[config.mk]
export PLATFORM = sky130hd
export DESIGN_NAME = opentdc_rr_arbiter
export DESIGN_NICKNAME = d
export VERILOG_FILES = /design/src/rtl/opentdc_rr_arbiter.sv
export SDC_FILE = /design/constraint.sdc
export NUM_CORES = 1
export LEC_CHECK = 0
export CAP_MARGIN = 20
export CORE_AREA = 10 10 186 135
export DETAILED_ROUTE_END_ITERATION = 8
export DIE_AREA = 0 0 196 145
export PLACE_DENSITY = 0.67
export SYNTH_ARGS = -nofsm -noshare
export SYNTH_HDL_FRONTEND = slang
export SYNTH_SLANG_ARGS = --single-unit
export TNS_END_PERCENT = 20
[constraint.sdc]
create_clock -name wb_clk_i -period 5.3 [get_ports wb_clk_i]
set_clock_uncertainty 0.05 [all_clocks]
set_input_delay 1.06 -clock wb_clk_i [delete_from_list [all_inputs] [get_ports wb_clk_i]]
set_output_delay 1.06 -clock wb_clk_i [all_outputs]
set_load 0.01 [all_outputs]
[src/rtl/opentdc_rr_arbiter.sv]
// Round-robin grant of up to four TDC channels into a tagged first-word-fall-through FIFO.
// Grant registered one cycle after request; no grant while the FIFO is full (request stays pending, stall flagged).
module opentdc_rr_arbiter #(
    parameter int TS_W  = 32,
    parameter int DEPTH = 4
) (
    input  logic                       wb_clk_i,
    input  logic                       wb_rst_i,
    input  logic [3:0]                 req_i,
    input  logic [4*TS_W-1:0]          ts_i,
    input  logic [3:0]                 en_i,
    output logic [3:0]                 ack_o,
    input  logic                       rd_i,
    output logic [TS_W+1:0]            rd_data_o,
    output logic                       empty_o,
    output logic                       full_o,
    output logic [$clog2(DEPTH):0]     count_o,
    output logic                       stall_o,
    input  logic                       clr_i
);

    localparam int PTR_W = $clog2(DEPTH);
    localparam int CNT_W = PTR_W + 1;
    localparam int ENT_W = TS_W + 2;
    localparam logic [CNT_W-1:0] DEPTH_C = CNT_W'(DEPTH);

    logic [3:0]        ack_q, ack_d;
    logic [1:0]        rr_q, rr_d;
    logic [PTR_W-1:0]  head_q, head_d;
    logic [PTR_W-1:0]  tail_q, tail_d;
    logic [CNT_W-1:0]  count_q, count_d;
    logic              empty_q, empty_d;
    logic              full_q, full_d;
    logic              stall_q, stall_d;
    logic [ENT_W-1:0]  mem_q [DEPTH];
    logic [ENT_W-1:0]  mem_d [DEPTH];

    logic [TS_W-1:0]   ts_ch [4];
    logic [3:0]        elig;
    logic              room;
    logic              gnt_vld;
    logic [1:0]        gnt_idx;
    logic [1:0]        cand;
    logic              push;
    logic              pop;

    always_comb begin
        for (int k = 0; k < 4; k++) begin
            ts_ch[k] = ts_i[k*TS_W +: TS_W];
        end
    end

    // The channel being acked still holds its request this cycle, so it is masked out.
    always_comb begin
        elig    = req_i & en_i & ~ack_q;
        room    = (count_q < DEPTH_C);
        gnt_vld = 1'b0;
        gnt_idx = rr_q;
        cand    = rr_q;
        for (int i = 1; i <= 4; i++) begin
            cand = rr_q + 2'(i);
            if (!gnt_vld && room && elig[cand]) begin
                gnt_vld = 1'b1;
                gnt_idx = cand;
            end
        end
    end

    always_comb begin
        push = gnt_vld;
        pop  = rd_i && !empty_q;

        ack_d = gnt_vld ? (4'b0001 << gnt_idx) : 4'b0000;
        rr_d  = gnt_vld ? gnt_idx : rr_q;

        head_d = pop  ? head_q + PTR_W'(1) : head_q;
        tail_d = push ? tail_q + PTR_W'(1) : tail_q;

        unique case ({push, pop})
            2'b10:   count_d = count_q + CNT_W'(1);
            2'b01:   count_d = count_q - CNT_W'(1);
            default: count_d = count_q;
        endcase
        empty_d = (count_d == '0);
        full_d  = (count_d == DEPTH_C);

        // Set has priority over clear so a refusal in the clearing cycle is not lost.
        stall_d = stall_q;
        if (clr_i) begin
            stall_d = 1'b0;
        end
        if (!room && (|(req_i & en_i))) begin
            stall_d = 1'b1;
        end

        for (int k = 0; k < DEPTH; k++) begin
            mem_d[k] = mem_q[k];
        end
        if (push) begin
            mem_d[tail_q] = {gnt_idx, ts_ch[gnt_idx]};
        end
    end

    always_ff @(posedge wb_clk_i or posedge wb_rst_i) begin
        if (wb_rst_i) begin
            ack_q   <= 4'b0000;
            rr_q    <= 2'd3;
            head_q  <= '0;
            tail_q  <= '0;
            count_q <= '0;
            empty_q <= 1'b1;
            full_q  <= 1'b0;
            stall_q <= 1'b0;
            for (int k = 0; k < DEPTH; k++) begin
                mem_q[k] <= '0;
            end
        end else begin
            ack_q   <= ack_d;
            rr_q    <= rr_d;
            head_q  <= head_d;
            tail_q  <= tail_d;
            count_q <= count_d;
            empty_q <= empty_d;
            full_q  <= full_d;
            stall_q <= stall_d;
            for (int k = 0; k < DEPTH; k++) begin
                mem_q[k] <= mem_d[k];
            end
        end
    end

    assign ack_o     = ack_q;
    assign rd_data_o = mem_q[head_q];
    assign empty_o   = empty_q;
    assign full_o    = full_q;
    assign count_o   = count_q;
    assign stall_o   = stall_q;

endmodule

# == Yosys cells after proc, flatten, opt, wreduce, memory -nomap -nowiden ==
# Index checks and enable logic that the tools add are counted.
# op_classes
n_addsub,7
mul,0
div_mod_pow,0
order_cmp,9
eq_ne,3
n_shift,1
n_mux,29
bitwise,6
reduce_logical,18
# ops
cell,n
136-bit bitwise mux,1
34-bit two-way mux,3
34-bit binary-select mux with 2-bit select,1
34-bit demux with 2-bit select,1
32-bit binary-select mux with 2-bit select,1
32-bit two-way mux,2
"2-bit by 3-bit < comparator with 1-bit output, second input constant",4
1-bit logical AND,10
1-bit two-way mux,10
"3-bit greater-or-equal comparator, second input constant",3
2-bit NOT with 3-bit output,3
4-bit AND,2
1-bit binary-select mux with 2-bit select,4
2-bit two-way mux,4
"2-bit by 1-bit adder with 2-bit output, second input constant",3
3-bit one-hot mux with 2 select lines,1
1-bit zero test,5
"2-bit adder, second input constant",2
4-bit two-way mux,1
4-bit NOT,1
4-bit OR reduction,1
"1-bit by 2-bit << shifter with 4-bit output, first input constant",1
"3-bit by 1-bit adder with 3-bit output, second input constant",1
"3-bit equality test, second input constant",1
other kinds (7),7
# totals
reg_bits,152
latch_bits,0
ramBits,0
mem_bits_ro,0
in_bits,140
output_inout_bits,44
wordCells,85
memories,0

# == Depth between registers and ports, before layout ==
# Gate-level depths: netlist of the first run.
# depth
word_depth,23
mapped_depth,10
ltp_nobuf,10

# == Worst setup path after synthesis of the first run ==
# OpenSTA, ideal clock, no wires.
# synth_path
kind,register to output
startpoint,register head_q[0]
endpoint,output rd_data_o[16]
arrival_ns,1.801
required_time_ns,4.190
path_slack_ns,2.389
stages_incl_launch_ff,4
path_buffers,2
cell_sequence,dfrtp_1 clkbuf_1 buf_1 mux4_2
# synth_between
elab_chain_cells,4
# synth_lines
item,line_no,rtl
start: declaration,29,"logic [PTR_W-1:0] head_q, head_d;"
start signal: assignment,108,head_q <= '0;
start signal: assignment,120,head_q <= head_d;
2-bit NOT with 3-bit output (not written as such),133,assign rd_data_o = mem_q[head_q];
34-bit binary-select mux with 2-bit select,133,
34-bit two-way mux (not written as such) (2 in series),133,
end: declaration,14,"output logic [TS_W+1:0] rd_data_o,"
# Every way passes these cells. The select of a mux whose other input is x is not followed.

# == Worst setup path in the final report of the first run ==
# layout_path
startpoint,input req_i[2]
endpoint,register mem_q[3] (netlist bit)
# layout_between
elab_chain_cells,23
word_cells_on_any_way,33
classes_between,mux (20); bitwise (3); reduce/logical (10)
# layout_lines
item,line_no,rtl
start: declaration,9,"input logic [3:0] req_i,"
4-bit AND (*) (2 in series),55,elig = req_i & en_i & ~ack_q;
1-bit binary-select mux with 2-bit select,62,if (!gnt_vld && room && elig[cand]) begin
1-bit two-way mux (not written as such),62,
1-bit logical AND,62,
1-bit two-way mux,62,
1-bit zero test,62,
1-bit logical AND (2 in series),62,
1-bit two-way mux,62,
[3 not listed],-,
1-bit two-way mux,62,
1-bit zero test,62,
1-bit logical AND (2 in series),62,
2-bit two-way mux,62,
2-bit NOT with 3-bit output (not written as such),100,"mem_d[tail_q] = {gnt_idx, ts_ch[gnt_idx]};"
32-bit binary-select mux with 2-bit select,100,
32-bit two-way mux (not written as such) (2 in series),100,
136-bit bitwise mux,100,
end signal: indexed assignment,127,mem_q[k] <= mem_d[k];
end: declaration,35,logic [ENT_W-1:0] mem_q [DEPTH];
# Every way passes the cells marked *; elsewhere a longest branch is shown, timed or not. The select of a mux whose other input is x is not followed.
# A chain may end at the register's enable or synchronous reset.

==> flow_summary.ini, run 1 <==
[yosys]
syn_nets = 938
syn-cell-area_um2 = 8480
synth_cells = 792
yosysWarnings = 0
ys_ff_latch = 152
ys_seq_area_share_pct = 44.9
async_reset_ff_share_pct = 100
synth_edf_count = 0
synth.distinct_cells = 54
synth_ff_type = dfrtp_1
avgSynthCellArea_um2 = 10.7

[floorplanning]
dieArea_um2 = 28400
row_count = 45
die_y_um = 145
initial_utilization_pct = 39.4
fp.dieW_um = 196
core_area_um2 = 21500
ios = 184

[cts]
cts_setup_buffers = 0
path_clk_slew_ps = 70
cts.sinks = 152
h-tree-depth = 4
cts.root.buffer_cell = clkbuf_16
cts.path.max_buffers = 2
clk_latency_ps = 430
cts_tree = yes
cts.repair.resized = 0
cts_made_buffers = 17
cts_hold_buf = 0

[flow_run]
maxCapViolCount = 0

[placement]
portBuffers = 183
place_congestion = 0.829
placed_area_um2 = 10500
hpwl_mm = 19.2

[finish]
fill_cells = 1932
drive_gt1_share_pct = 19.9
area_growth_pct = 30.8
mostFrequentLayoutCell = clkdlybuf4s50_1
nNetsFinal = 1084
final_cell_mix = clkdlybuf4s50_1, dfrtp_1, nand2_1
fin_area_um2 = 11100
multi_input_area_um2 = 4330
regArea_um2 = 3810

[worst_hold_path]
min_from = mem_q[21]
worstHoldPathType = reg -> reg

[worst_setup_path]
critPathArrivalTime_ps = 4200
cp.required_ps = 5540
reg2reg_from = count_o[2]
critPathLaunch = req_i[2]
path_class = in -> reg
worstSetupEndpointType = register
critPathMaxFanout = 28
cp-start-kind = input pin

[detailed_routing]
drcViolationCount = 0
drt-initial-drc-count = 729
drtPass1Iterations = 5
vias = 7318
routed_wl_mm = 27.6
wl_per_cell_um = 22.4
routed_via_density = 5.93
ant_nets = 0

[global_route]
grt_pass1_vias = 7469
grt_use_total_pct = 19.3
antenna_found_initial = 2
grt_max_degree = 93
grt_overflow = 0
grt_pass1_wl_mm = 43.8

[sta]
finalHoldViolations = 0
finalSetupViolCount = 0
period_minus_slack_ps = 3970
final.setup.tns_ps = 0
worst_slew_pin_slew_ps = 1110
fin_crit_sh_pct = 74.9
rsz0062_at_grt = no
drv_slew = 0
slew_headroom_pct = 25.8
fmax_mhz = 252

[power_and_ir_drop]
p_per_area_nw_per_um2 = 672
vdd_drop_max_mv = 0.355
p_leak_nw = 4.41

[outcome]
outcome = finished, final reports clean
## final cells by class
cell class | count | share of cell area (%)
timing repair buffer | 201 | 17.7
inverter | 12 | 0.451
tap | 282 | 3.18
sequential | 152 | 34.4
clock buffer | 18 | 3.96
multi-input combinational | 554 | 39.0
clock inverter | 14 | 1.24
antenna | 2 | 0.0451
## routing by layer
layer / GRT usage, % / wire length, um / vias up / part of all wire, %
met5: 0 / 0 / - / 0
met4: 4.68 / 331 / 0 / 1.2
met3: 6.51 / 2320 / 28 / 8.4
met2: 28.5 / 12300 / 309 / 44
met1: 26.5 / 12700 / 3597 / 46
li1: - / - / 3384 / -
## Yosys cell counts (2+ instances only)
library cell	count	area share (%)
ha_1	5	0.74
nand3b_1	4	0.35
dfstp_2	3	0.93
nor2_1	9	0.40
nor3_1	7	0.41
o21ai_0	31	1.8
clkbuf_1	43	1.9
a221oi_2	22	3.9
xor2_1	3	0.31
buf_6	2	0.27
a221oi_1	11	1.1
a32oi_1	2	0.21
xnor2_1	3	0.31
mux4_2	34	9.0
a22oi_1	32	2.8
o31ai_1	124	11
a21oi_2	28	2.9
buf_2	22	1.3
nand4b_1	3	0.31
and3b_1	5	0.52
nand2_1	149	6.6
a21oi_1	7	0.41
inv_1	11	0.49
nor2b_1	2	0.15
a31o_2	31	3.2
buf_4	5	0.44
o21ai_1	16	0.94
nand4_1	2	0.15
o311ai_0	3	0.31
dfrtp_1	149	44
## metrics by stage
| stage | std cells | setup slack [ps] | power [mW] | util (%) | hold slack (ps) |
|---|---|---|---|---|---|
| after floorplan | 792 | 102 | 4.78 | - | 393 |
| after global placement | 1201 | 947 | 6.18 | 48.9 | 404 |
| after detailed placement | 1201 | 939 | 6.26 | 48.9 | 411 |
| after CTS | 1233 | 1400 | 7.49 | 51.6 | 426 |
| after global routing | 1235 | 1040 | 7.99 | 51.6 | 442 |
| final | 1235 | 1330 | 7.46 | 51.6 | 423 |
## cell families after synthesis
logic type | count (synthesis) | share of synthesized area [%]
and+or+nand+nor | 191 | 10.0
DFF | 152 | 44.9
buffers and inverters | 86 | 4.66
AOI/OAI and AO/OA | 316 | 29.7
xor gates and xnor gates | 6 | 0.620
muxes | 35 | 9.15
adders and majority gates | 6 | 0.974
## worst paths after layout
check / end / slack, ps / cells after the start
worst max-delay path: mem_q[3] / 1330 / 10
worst min-delay path: mem_q[21] / 420 / 2
worst max register to register: mem_q[99] / 1740 / 7
worst min register to register: mem_q[21] / 420 / 2
max in group asynchronous: rr_q[0] / 3030 / 3
min in group asynchronous: mem_q[81] / 1120 / 2
## power breakdown
group	switching (mW)	total (mW)	internal, mW
Sequential	0.453	2.16	1.70
Combinational	2.28	4.09	1.81
Clock	0.543	1.22	0.674
Total	3.27	7.46	4.19
## sequential cells by signal, summed over array words and instances, names as in the netlist
name,cells
ack_o,4
full_o,1
rr_q,2
stall_o,1
head_q,2
tail_q,2
count_o,3
mem_q,136
empty_o,1
## worst max-delay path, stage by stage
cell and delay [ps]:
clkdlybuf4s50_1 570, nand3b_1 190, a221oi_1 320, o32ai_1 150, buf_4 230, inv_2 420, buf_4 370, o21ai_0 130
a221oi_1 580, o31ai_1 170
Note: power is estimated with default switching activity, not from simulation.
==> run 2: changes to the inputs <==
clock period = 3.5 ns   (was 5.3 ns; I/O delays follow)
==> run 2 against run 1 <==
  * Final area up 2.8%
  * Sequential share of layout area shrank 0.94 points
  * Wire length shrank 0.42%
  * Largest cell class unchanged
  * Largest power group unchanged
  * Die area stayed put
  * Utilization up 1.5 points
  * Worst setup slack lost 1100 ps
  * Via count up 0.37%
  * Register-to-register slack worse by 1100 ps
  * Combinational power increased by 62%
==> flow_summary.ini, run 2 (same netlist as run 1, synthesis figures left out) <==
[outcome]
outcome = finished, final reports clean

[worst_setup_path]
cp_cell_sequence = buf_12 -> mux4_2 -> clkdlybuf4s50_1
worstSetupEndpointType = output port
cp-start-kind = register
worst-path-buf-inv = 2
max_stage_delay_ps = 630
cp_top_family = buffers and inverters
critPathMaxFanout = 26
cp.required_ps = 2750
slowest_stage = dfrtp_2
path_class = reg -> out
critPathArrivalTime_ps = 2480

[cts]
h-tree-depth = 4
clk_latency_ps = 420
path_clk_slew_ps = 70
cts_tree = yes
cts.sinks = 152
cts_made_buffers = 17
cts_hold_buf = 0
cts.path.max_buffers = 2
cts.root.buffer_cell = clkbuf_16
cts_setup_buffers = 0
cts.repair.resized = 0

[global_route]
grt_overflow = 0
antenna_found_initial = 0
grt_pass1_vias = 7370
grt_pass1_wl_mm = 43.8
grt_use_total_pct = 19.2
grt_max_degree = 99

[power_and_ir_drop]
clkPwrFrac_pct = 16.2
swShare_pct = 42.8
vdd_drop_max_mv = 0.609
p_switching_mw = 4.98
power_mw = 11.6
p_int_mw = 6.65
p_comb_share_pct = 56.8
p_seq_share_pct = 27.0
p_leak_nw = 4.57
p_per_area_nw_per_um2 = 1020

[detailed_routing]
drcViolationCount = 0
vias = 7345
ant_nets = 0
wl_per_cell_um = 22.0
routed_wl_mm = 27.5
drtPass1Iterations = 5
routed_via_density = 5.87
drt-initial-drc-count = 699

[sta]
rsz0062_at_grt = no
finalHoldViolations = 0
fmax_mhz = 309
worst_slew_pin_slew_ps = 869
final.setup.tns_ps = 0
finalSetupViolCount = 0
period_minus_slack_ps = 3230
fin_crit_sh_pct = 92.4
slew_headroom_pct = 41.9
drv_slew = 0

[finish]
area_growth_pct = 34.5
antenna_cells = 0
nNetsFinal = 1102
final_cell_mix = clkdlybuf4s50_1, dfrtp_1, nand2_1
drive_gt1_share_pct = 21.4
fin_area_um2 = 11400
mostFrequentLayoutCell = clkdlybuf4s50_1
regArea_um2 = 3810
largest_reg_flops = 136
fill_cells = 1917
regMostFlops = mem_q
multi_input_area_um2 = 4330
fin_util_pct = 53.0

[floorplanning]
row_count = 45
initial_utilization_pct = 39.4
die_y_um = 145
dieArea_um2 = 28400
core_area_um2 = 21500
fp.dieW_um = 196
ios = 184

[worst_hold_path]
worstHoldPathType = reg -> reg

[placement]
placed_area_um2 = 10800
hpwl_mm = 19.6
place_congestion = 0.813
portBuffers = 183

[flow_run]
maxCapViolCount = 0
## run 2: area by class of cell
class	count	area share, %
tap	282	3.09
clock inverter	14	1.39
inverter	12	0.428
sequential	152	33.4
timing repair buffer	219	19.9
clock buffer	18	3.85
multi-input combinational	554	38.0
## run 2: final timing paths
check                           startpoint       endpoint  slack [ps]  cells after the start
worst min register to register   mem_q[56]      mem_q[56]         420                      2
min in group asynchronous         wb_rst_i     mem_q[105]         680                      3
worst min-delay path             mem_q[56]      mem_q[56]         420                      2
max in group asynchronous         wb_rst_i      head_q[1]        2160                      3
worst max register to register     rr_q[0]      mem_q[38]         620                      8
worst max-delay path             head_q[0]  rd_data_o[33]         270                      3
## run 2: per-stage QoR
| step | instances | worst slack, ps | hold slack [ps] |
|---|---|---|---|
| CTS | 1251 | 219 | 426 |
| global placement | 1219 | 141 | 407 |
| global route | 1251 | 120 | 449 |
| finish | 1251 | 267 | 421 |
| floorplan | 792 | 836 | 393 |
| detailed placement | 1219 | 105 | 412 |
## run 2: worst min-delay path, stage by stage, from the launching register on
cell and delay [ps]:
dfrtp_1 330, nand2_1 50, o31ai_1 50
## run 2: power groups by stage
stage	combinational (mW)	clock, mW	sequential (mW)
2_1_floorplan	4.32	0	2.91
3_3_place_gp	6.53	0	3.13
3_5_place_dp	6.64	0	3.16
4_1_cts	6.65	1.92	3.14
5_1_grt	7.27	2.00	3.25
6_report	6.61	1.88	3.14
## run 2: routing by layer
| metal | global-route usage [%] | up-vias | share of wire, % |
|---|---|---|---|
| met5 | 0 | - | 0 |
| met4 | 4.30 | 0 | 0.94 |
| met3 | 5.54 | 22 | 7.5 |
| met2 | 28.2 | 279 | 45 |
| met1 | 27.3 | 3639 | 47 |
| li1 | - | 3405 | - |
==> run 3: changes to the inputs <==
PLACE_DENSITY = 0.65   (was 0.67)
clock period = 3.1 ns   (was 3.5 ns; I/O delays follow)
==> run 3 against run 2 <==
  * Flip-flop and latch count unchanged
  * Register-to-register slack worse by 130 ps
  * Via count up 1.2%
  * Critical path depth unchanged
  * Final area up 2.0%
  * Worst setup slack worse by 41 ps
  * Sequential share of layout area down 0.66 points
  * Hold slack better by 2.3 ps
  * Clock power up 15%
  * Highest routed layer unchanged
  * Utilization up 1.1 points
  * Wire length up 1.2%
==> flow_summary.ini, run 3 (same netlist as run 1, synthesis figures left out) <==
[outcome]
outcome = finished, final reports clean

[detailed_routing]
routed_via_density = 5.84
drt-initial-drc-count = 576
ant_nets = 0
vias = 7430
drcViolationCount = 0
drtPass1Iterations = 5
wl_per_cell_um = 21.9
routed_wl_mm = 27.8

[finish]
drive_gt1_share_pct = 23.1
antenna_cells = 0
fin_cells = 1273
largest_reg_flops = 136
mostFrequentLayoutCell = clkdlybuf4s50_1
area_growth_pct = 37.2
fill_cells = 1845
fin_area_um2 = 11600
final_cell_mix = clkdlybuf4s50_1, dfrtp_1, nand2_1
nNetsFinal = 1124
regMostFlops = mem_q

[worst_setup_path]
critPathArrivalTime_ps = 2200
worstSetupEndpointType = output port
cp_cell_sequence = buf_4 -> mux4_2 -> clkdlybuf4s50_1
path_class = reg -> out
cp-start-kind = register
cp.required_ps = 2430
max_stage_delay_ps = 550
cp_top_family = buffers and inverters
worst-path-buf-inv = 2
rrSetupSlack_ps = 490
critPathMaxFanout = 14
slowest_stage = mux4_2

[cts]
cts.root.buffer_cell = clkbuf_16
cts.repair.resized = 0
cts_made_buffers = 17
cts_hold_buf = 0
cts_tree = yes
cts.sinks = 152
cts.path.max_buffers = 2
clk_latency_ps = 420
h-tree-depth = 4
path_clk_slew_ps = 70
cts_setup_buffers = 0

[global_route]
grt_use_total_pct = 19.6
grt_max_degree = 47
grt_overflow = 0
antenna_found_initial = 0
grt_pass1_wl_mm = 45.1
grt_pass1_vias = 7751

[worst_hold_path]
worstHoldPathType = reg -> reg

[placement]
preCtsSetupSlack_ps = -83.2
placed_area_um2 = 11000
hpwl_mm = 20.0
post-place-cells = 1241
portBuffers = 183
place_congestion = 0.836

[sta]
rsz0062_at_grt = no
fin_crit_sh_pct = 92.7
fin_ws_ps = 225
worst_slew_pin_slew_ps = 743
slew_headroom_pct = 50.5
finalHoldViolations = 0
final.setup.tns_ps = 0
fmax_mhz = 348
finalSetupViolCount = 0
drv_slew = 0
period_minus_slack_ps = 2870

[floorplanning]
ios = 184
fp.dieW_um = 196
initial_utilization_pct = 39.4
core_area_um2 = 21500
row_count = 45
dieArea_um2 = 28400
die_y_um = 145

[power_and_ir_drop]
vdd_drop_max_mv = 0.598
p_leak_nw = 4.69
power_mw = 13.5
p_per_area_nw_per_um2 = 1160

[flow_run]
maxCapViolCount = 0
run 3: cell count changes in the layout (fill, tap and decap cells not counted):
cell	delta
clkbuf_8	-1
bufinv_16	+1
inv_8	-1
clkinv_2	-1
buf_12	+4
clkinvlp_4	+2
buf_4	+18
run 3: worst register-to-register path, stage by stage (launching register included):
cell and delay [ps]:
dfrtp_1 430, nand3b_1 290, nand4_1 150, o311a_2 250, buf_12 250, nand2_1 90
a221oi_1 680, o311ai_0 260
run 3: path summary, 6_finish.rpt:
path | start | to | cells after the start
max | head_q[0] | rd_data_o[23] | 3
min | mem_q[80] | mem_q[80] | 2
max reg2reg | ack_o[3] | mem_q[42] | 7
min reg2reg | mem_q[80] | mem_q[80] | 2
max in group asynchronous | wb_rst_i | mem_q[122] | 3
min in group asynchronous | wb_rst_i | mem_q[0] | 2
run 3: metal layers:
metal / routed length, um / vias to the layer above / global-route usage [%]
met2: 12400 / 282 / 29.1
li1: - / 3444 / -
met4: 306 / 0 / 4.76
met1: 13200 / 3677 / 27.9
met5: 0 / - / 0
met3: 2000 / 27 / 4.69
run 3: stage by stage:
stage / utilization, % / hold WS [ps]
finish: 54.1 / 423
global route: 54.1 / 449
CTS: 54.1 / 424
detailed placement: 51.3 / 410
global placement: 51.3 / 404
floorplan: - / 393
run 3: area by class of cell:
type                            instances  area (um2)  area share [%]
Multi-Input combinational cell        554        4330            37.2
Sequential cell                       152        3810            32.8
Timing Repair Buffer                  241        2480            21.3
Clock buffer                           17         425            3.66
Tap cell                              282         353            3.03
Clock inverter                         15         188            1.61
Inverter                               12        48.8           0.419
run 3: where the power goes:
part           internal (mW)  switching [mW]
registers               2.92           0.537
logic                   3.63            4.28
clock network           1.29           0.869
total                   7.83            5.68
